<file path="src/rtl/data_mem_pkg.sv">
// Shared types and widths for the data memory load/store front-end.
package data_mem_pkg;

    localparam int unsigned DATA_W = 32;
    localparam int unsigned OFF_W  = 2;

    typedef enum logic [1:0] {
        BYTE = 2'b00,
        HALF = 2'b01,
        WORD = 2'b10
    } mem_size_e;

    typedef enum logic [2:0] {
        ST_IDLE    = 3'd0,
        ST_RD_ADDR = 3'd1,
        ST_RD_DATA = 3'd2,
        ST_WRITE   = 3'd3,
        ST_RESP    = 3'd4
    } mem_state_e;

endpackage

</file>
<file path="src/rtl/mem_lane_align.sv">
// Combinational lane logic: load extract/extend and sub-word store merge (little-endian).
module mem_lane_align
    import data_mem_pkg::*;
(
    input  logic [DATA_W-1:0] word,
    input  logic [OFF_W-1:0]  offset,
    input  mem_size_e         size,
    input  logic              is_unsigned,
    input  logic [DATA_W-1:0] new_data,
    output logic [DATA_W-1:0] load_data_c,
    output logic [DATA_W-1:0] merge_data_c
);

    logic [DATA_W-1:0] shifted;
    logic              sign_b;
    logic              sign_h;

    always_comb begin
        shifted      = word >> {offset, 3'b000};
        sign_b       = ~is_unsigned & shifted[7];
        sign_h       = ~is_unsigned & shifted[15];
        load_data_c  = word;
        merge_data_c = new_data;
        case (size)
            BYTE: begin
                load_data_c  = {{24{sign_b}}, shifted[7:0]};
                merge_data_c = word;
                merge_data_c[{offset, 3'b000} +: 8] = new_data[7:0];
            end
            HALF: begin
                load_data_c  = {{16{sign_h}}, shifted[15:0]};
                merge_data_c = word;
                merge_data_c[{offset[1], 4'b0000} +: 16] = new_data[15:0];
            end
            default: begin
                load_data_c  = word;
                merge_data_c = new_data;
            end
        endcase
    end

endmodule

</file>
<file path="src/rtl/data_mem_ctrl.sv">
// Load/store controller in front of a word-addressed RAM; sub-word stores use read-modify-write.
// Optional misalignment error reporting: define DATA_MEM_MISALIGN_CHECK_EN.
module data_mem_ctrl
    import data_mem_pkg::*;
#(
    parameter int unsigned ADDR_W = 16
) (
    input  logic                clk,
    input  logic                rst,
    input  logic                req_valid,
    output logic                req_ready,
    input  logic                req_we,
    input  logic [1:0]          req_size,
    input  logic                req_unsigned,
    input  logic [ADDR_W-1:0]   req_addr,
    input  logic [DATA_W-1:0]   req_wdata,
    output logic                rsp_valid,
    output logic [DATA_W-1:0]   rsp_rdata,
    output logic                rsp_err,
    output logic                ram_wen,
    output logic                ram_ren,
    output logic [ADDR_W-3:0]   ram_waddr,
    output logic [ADDR_W-3:0]   ram_raddr,
    output logic [DATA_W-1:0]   ram_wdata,
    input  logic [DATA_W-1:0]   ram_rdata
);

    mem_state_e        state_q, state_d;
    logic              we_q;
    mem_size_e         size_q;
    logic              unsigned_q;
    logic [OFF_W-1:0]  off_q;
    logic [DATA_W-1:0] wdata_q;

    mem_size_e         size_in;
    logic [OFF_W-1:0]  off_in;
    logic              accept;
    logic              ready_d, ren_d, wen_d, rsp_valid_d, rsp_err_d;
    logic [DATA_W-1:0] rsp_rdata_d, ram_wdata_d;
    logic [DATA_W-1:0] load_data_c, merge_data_c;

    mem_lane_align u_align (
        .word         (ram_rdata),
        .offset       (off_q),
        .size         (size_q),
        .is_unsigned  (unsigned_q),
        .new_data     (wdata_q),
        .load_data_c  (load_data_c),
        .merge_data_c (merge_data_c)
    );

    // Size 11 behaves as word; low offset bits are forced to natural alignment.
    always_comb begin
        size_in = (req_size == 2'b11) ? WORD : mem_size_e'(req_size);
        off_in  = req_addr[1:0];
        if (size_in == HALF) off_in[0] = 1'b0;
        if (size_in == WORD) off_in = 2'b00;
        accept  = req_valid & req_ready;
    end

    always_comb begin
        state_d     = state_q;
        ready_d     = 1'b0;
        ren_d       = 1'b0;
        wen_d       = 1'b0;
        rsp_valid_d = 1'b0;
        rsp_err_d   = 1'b0;
        rsp_rdata_d = '0;
        ram_wdata_d = ram_wdata;
        case (state_q)
            ST_IDLE: begin
                ready_d = 1'b1;
                if (accept) begin
                    ready_d = 1'b0;
`ifdef DATA_MEM_MISALIGN_CHECK_EN
                    if ((size_in == HALF && req_addr[0]) ||
                        (size_in == WORD && req_addr[1:0] != 2'b00)) begin
                        state_d     = ST_RESP;
                        rsp_valid_d = 1'b1;
                        rsp_err_d   = 1'b1;
                    end else
`endif
                    if (!req_we || size_in != WORD) begin
                        state_d = ST_RD_ADDR;
                        ren_d   = 1'b1;
                    end else begin
                        state_d     = ST_WRITE;
                        wen_d       = 1'b1;
                        ram_wdata_d = req_wdata;
                    end
                end
            end
            ST_RD_ADDR: begin
                state_d = ST_RD_DATA;
                ren_d   = 1'b1;
            end
            // RAM data is sampled at the end of RD_DATA for both load and RMW.
            ST_RD_DATA: begin
                if (we_q) begin
                    state_d     = ST_WRITE;
                    wen_d       = 1'b1;
                    ram_wdata_d = merge_data_c;
                end else begin
                    state_d     = ST_RESP;
                    rsp_valid_d = 1'b1;
                    rsp_rdata_d = load_data_c;
                end
            end
            ST_WRITE: begin
                state_d     = ST_RESP;
                rsp_valid_d = 1'b1;
            end
            ST_RESP: begin
                state_d = ST_IDLE;
                ready_d = 1'b1;
            end
            default: begin
                state_d = ST_IDLE;
                ready_d = 1'b1;
            end
        endcase
    end

    always_ff @(posedge clk) begin
        if (rst) begin
            state_q    <= ST_IDLE;
            req_ready  <= 1'b1;
            rsp_valid  <= 1'b0;
            rsp_err    <= 1'b0;
            rsp_rdata  <= '0;
            ram_wen    <= 1'b0;
            ram_ren    <= 1'b0;
            ram_waddr  <= '0;
            ram_raddr  <= '0;
            ram_wdata  <= '0;
            we_q       <= 1'b0;
            size_q     <= BYTE;
            unsigned_q <= 1'b0;
            off_q      <= '0;
            wdata_q    <= '0;
        end else begin
            state_q   <= state_d;
            req_ready <= ready_d;
            rsp_valid <= rsp_valid_d;
            rsp_err   <= rsp_err_d;
            rsp_rdata <= rsp_rdata_d;
            ram_wen   <= wen_d;
            ram_ren   <= ren_d;
            ram_wdata <= ram_wdata_d;
            if (accept) begin
                we_q       <= req_we;
                size_q     <= size_in;
                unsigned_q <= req_unsigned;
                off_q      <= off_in;
                wdata_q    <= req_wdata;
                ram_waddr  <= req_addr[ADDR_W-1:2];
                ram_raddr  <= req_addr[ADDR_W-1:2];
            end
        end
    end

endmodule
</file>
<file path="config.mk">
export PLATFORM = sky130hd
export DESIGN_NAME = data_mem_ctrl
export DESIGN_NICKNAME = d
export VERILOG_FILES = /design/src/rtl/data_mem_pkg.sv /design/src/rtl/mem_lane_align.sv /design/src/rtl/data_mem_ctrl.sv
export SDC_FILE = /design/constraint.sdc
export NUM_CORES = 1
export LEC_CHECK = 0
export CAP_MARGIN = 25
export CORE_UTILIZATION = 40
export CTS_CLUSTER_DIAMETER = 80
export DETAILED_ROUTE_END_ITERATION = 8
export PLACE_DENSITY = 0.83
export SKIP_LAST_GASP = 1
export SLEW_MARGIN = 10
export SYNTH_ARGS = -nofsm -noshare
export SYNTH_HDL_FRONTEND = slang
export SYNTH_SLANG_ARGS = --single-unit
</file>
<file path="constraint.sdc">
create_clock -name clk -period 4 [get_ports clk]
set_input_delay 0.6 -clock clk [delete_from_list [all_inputs] [get_ports clk]]
set_output_delay 0.6 -clock clk [all_outputs]
set_load 0.01 [all_outputs]
</file>
==> impl_metrics.tcl <==
set metrics [dict create \
    outcome "finished clean" \
    hold_start "ram_wdata[9]$_SDFFE_PP0P_" \
    cts.reportedPaths.clkPinSlew_ns 0.06 \
    worst_ep_arrival_time_ns 3.21 \
    ys_ff_latch 123 \
    finalSetupTns_ns 0 \
    drt-vias-per-instance 5.787 \
    grt_remaining_overflow 0 \
    critical_path.endpoint_type "flop" \
    area_delta_synth_final_pct 43.54 \
    maxCapViolations 0 \
    holdBufCountCts 0 \
    drc 0 \
    grtUsageTotal_pct 25.68 \
    grt_max_degree 38 \
    finClkSkew_ns 0.008206 \
    synth_top_area_share_pct 43.21 \
    wl_mm 18.69 \
    die-area_um2 14730 \
    drtIter0Drc 549 \
    nFillCells 1183 \
    synth_cells 673 \
    grt_pass1_vias 5282 \
    gp_congestion 0.9176 \
    cts_root_buffer "clkbuf_16" \
    clock-sinks 123 \
    r2r-start "off_q[1]$_SDFFE_PP0P_" \
    peakVddDrop_mv 0.3078 \
    synth.cell_area_um2 5698 \
    max_stage_delay_ns 0.54 \
    finalSetupViolCount 0 \
    antenna_found_initial 0 \
    multi_input_area_um2 2879 \
    hold_viol 0 \
    fin_hold_ws_ns 0.4542 \
    clock_latency_ns 0.42 \
    reg2reg_depth 6 \
    cts_buffers 17 \
    ant_nets 0 \
    ys_seq_area_share_pct 43.21 \
    die_h_um 121.4 \
    slew_violations 0 \
    dp_hpwl_mm 13.26 \
    synth_cell_types 52 \
    final_common_cell "clkdlybuf4s50_1" \
    start_kind "flop" \
    worstSetupPathType "flop to flop" \
    first_pass_iters 5 \
    wire_per_inst_um 18.59 \
    cts_tree "built" \
    post-cts-setup-buffers 0 \
    min_path_cells 2 \
    cp_cell_sequence "clkinv_1 > ha_1 > or3b_1 > o211ai_1 > a221oi_1 > o31ai_1" \
    min_path_type "flop to flop" \
    cp.required_ns 4.32 \
    ctsResizeCount 0 \
    clockBufferDepth 2 \
    async_flop_share_pct 0 \
    n_antenna_cell 0 \
    layout-drive-gt1-share_pct 6.788 \
    p_leak_nw 3.061 \
    powerDensity_nw_per_um2 450.8 \
    yosysWarnings 0 \
    register_area_um2 2462 \
    crit_start "off_q[1]$_SDFFE_PP0P_" \
    nets 905 \
    synth_area_leaders "dfxtp_1 43%, nand2_1 9.0%, a21oi_1 5.4%" \
    synth_edf_count 0 \
    io_pins 184 \
    core_um2 13880 \
    avgSynthCellArea_um2 8.467 \
    portBuffers 182 \
    min_period_ns 2.886 \
    start_util_pct 41.05 \
    final_cell_mix "181 x clkdlybuf4s50_1, 137 x nand2_1, 123 x dfxtp_1" \
    grt_setup_unrepaired "false" \
    tightest_slew_ns 0.9757 \
    timing.fmax_mhz 346.5 \
    fp-row-count 43 \
    max_slew_margin_pct 34.95 \
    die_x_um 121.4 \
    num_vias 5816 \
    grt_pass1_wl_mm 28.55 \
    synth_fp_nets 765 \
    htreeDepth 4 \
    ys.flop_type "dfxtp_1" \
    yosysTopAreaCell "dfxtp_1" \
    critPathSlowestCell "ha_1" \
    period_share_pct 72.16 \
    crit_path_max_fanout 11 \
]
==> cells by family (layout without fill, tap and decap cells) <==
family / Yosys count / in the layout / synth area share, %
flops: 123 / 123 / 43.21
other cells: 1 / 1 / 0.06581
buf+inv: 79 / 231 / 6.544
fa+ha+maj: 5 / 5 / 1.098
compound gates: 215 / 215 / 27.67
mux: 10 / 10 / 1.823
simple gates: 240 / 240 / 19.59
==> sequential cells by signal, summed over array words and instances, names as in the netlist <==
name,count
rsp_valid,1
wdata_q,32
unsigned_q,1
state_q,3
req_ready,1
rsp_rdata,32
size_q,2
ram_wen,1
we_q,1
ram_raddr,14
ram_wdata,32
off_q,2
ram_ren,1
==> metal layers <==
| metal | wire length (µm) | up-vias | GRT usage, % |
|---|---|---|---|
| li1 | - | 2725 | - |
| met2 | 8255 | 335 | 38.00 |
| met1 | 7695 | 2696 | 32.48 |
| met4 | 758 | 0 | 14.74 |
| met3 | 1978 | 60 | 8.412 |
| met5 | 0 | - | 0 |
==> synthesized netlist by cell type (all sizes together) (3+ instances only) <==
| cell | n |
|---|---|
| a221o | 16 |
| nand2 | 137 |
| ha | 5 |
| dfxtp | 123 |
| o21a | 7 |
| nor2b | 10 |
| a211oi | 9 |
| a22oi | 9 |
| a2111oi | 10 |
| nor2 | 47 |
| clkbuf | 45 |
| nor3 | 5 |
| nand4 | 8 |
| and4 | 8 |
| mux2 | 3 |
| a21o | 17 |
| o22ai | 7 |
| a22o | 7 |
| nand2b | 6 |
| mux2i | 7 |
| o31ai | 33 |
| inv | 5 |
| nand3b | 3 |
| a221oi | 23 |
| a21oi | 62 |
| buf | 28 |
| a32o | 8 |
==> critical path, delay by kind of cell (launching register included) <==
| kind | cells | cell delay, ns |
|---|---|---|
| AO/OA/AOI/OAI | 3 | 0.96 |
| buffers and inverters | 1 | 0.36 |
| adder cells (fa/ha/maj) | 1 | 0.54 |
| flip-flops | 1 | 0.52 |
| AND/OR/NAND/NOR | 1 | 0.40 |
==> per-stage QoR <==
step           worst slack, ns  area (µm²)  util [%]  cells  power, W
3_5_place_dp            0.9667        7508     54.09    973  0.002003
6_report                 1.114        8179     58.92   1005  0.003687
3_3_place_gp             1.052        7481     53.89    972  0.001989
5_1_grt                 0.8906        8179     58.92   1005  0.003819
2_1_floorplan            1.597        5698         -    673  0.001704
4_1_cts                  1.138        8164     58.82   1004  0.003686
==> power breakdown <==
group | switching, W | internal, W
Sequential | 0.0000737 | 0.00130
Clock | 0.000539 | 0.00115
Combinational | 0.000321 | 0.000297
Total | 0.000934 | 0.00275
==> final cells by class <==
cell class                 instances  area share [%]
multi-input combinational        471           35.20
sequential                       123           30.11
timing repair buffer             194           23.65
clock buffer                      25           6.425
tap                              180           2.754
clock inverter                     6           1.591
inverter                           6          0.2754
==> path summary, 6_finish.rpt <==
check                              end  slack [ns]
max          ram_wdata[4]$_SDFFE_PP0P_        1.11
min          ram_wdata[9]$_SDFFE_PP0P_        0.45
max reg2reg  ram_wdata[4]$_SDFFE_PP0P_        1.11
min reg2reg  ram_wdata[9]$_SDFFE_PP0P_        0.45
No activity file was read; power rests on OpenSTA's default activity.
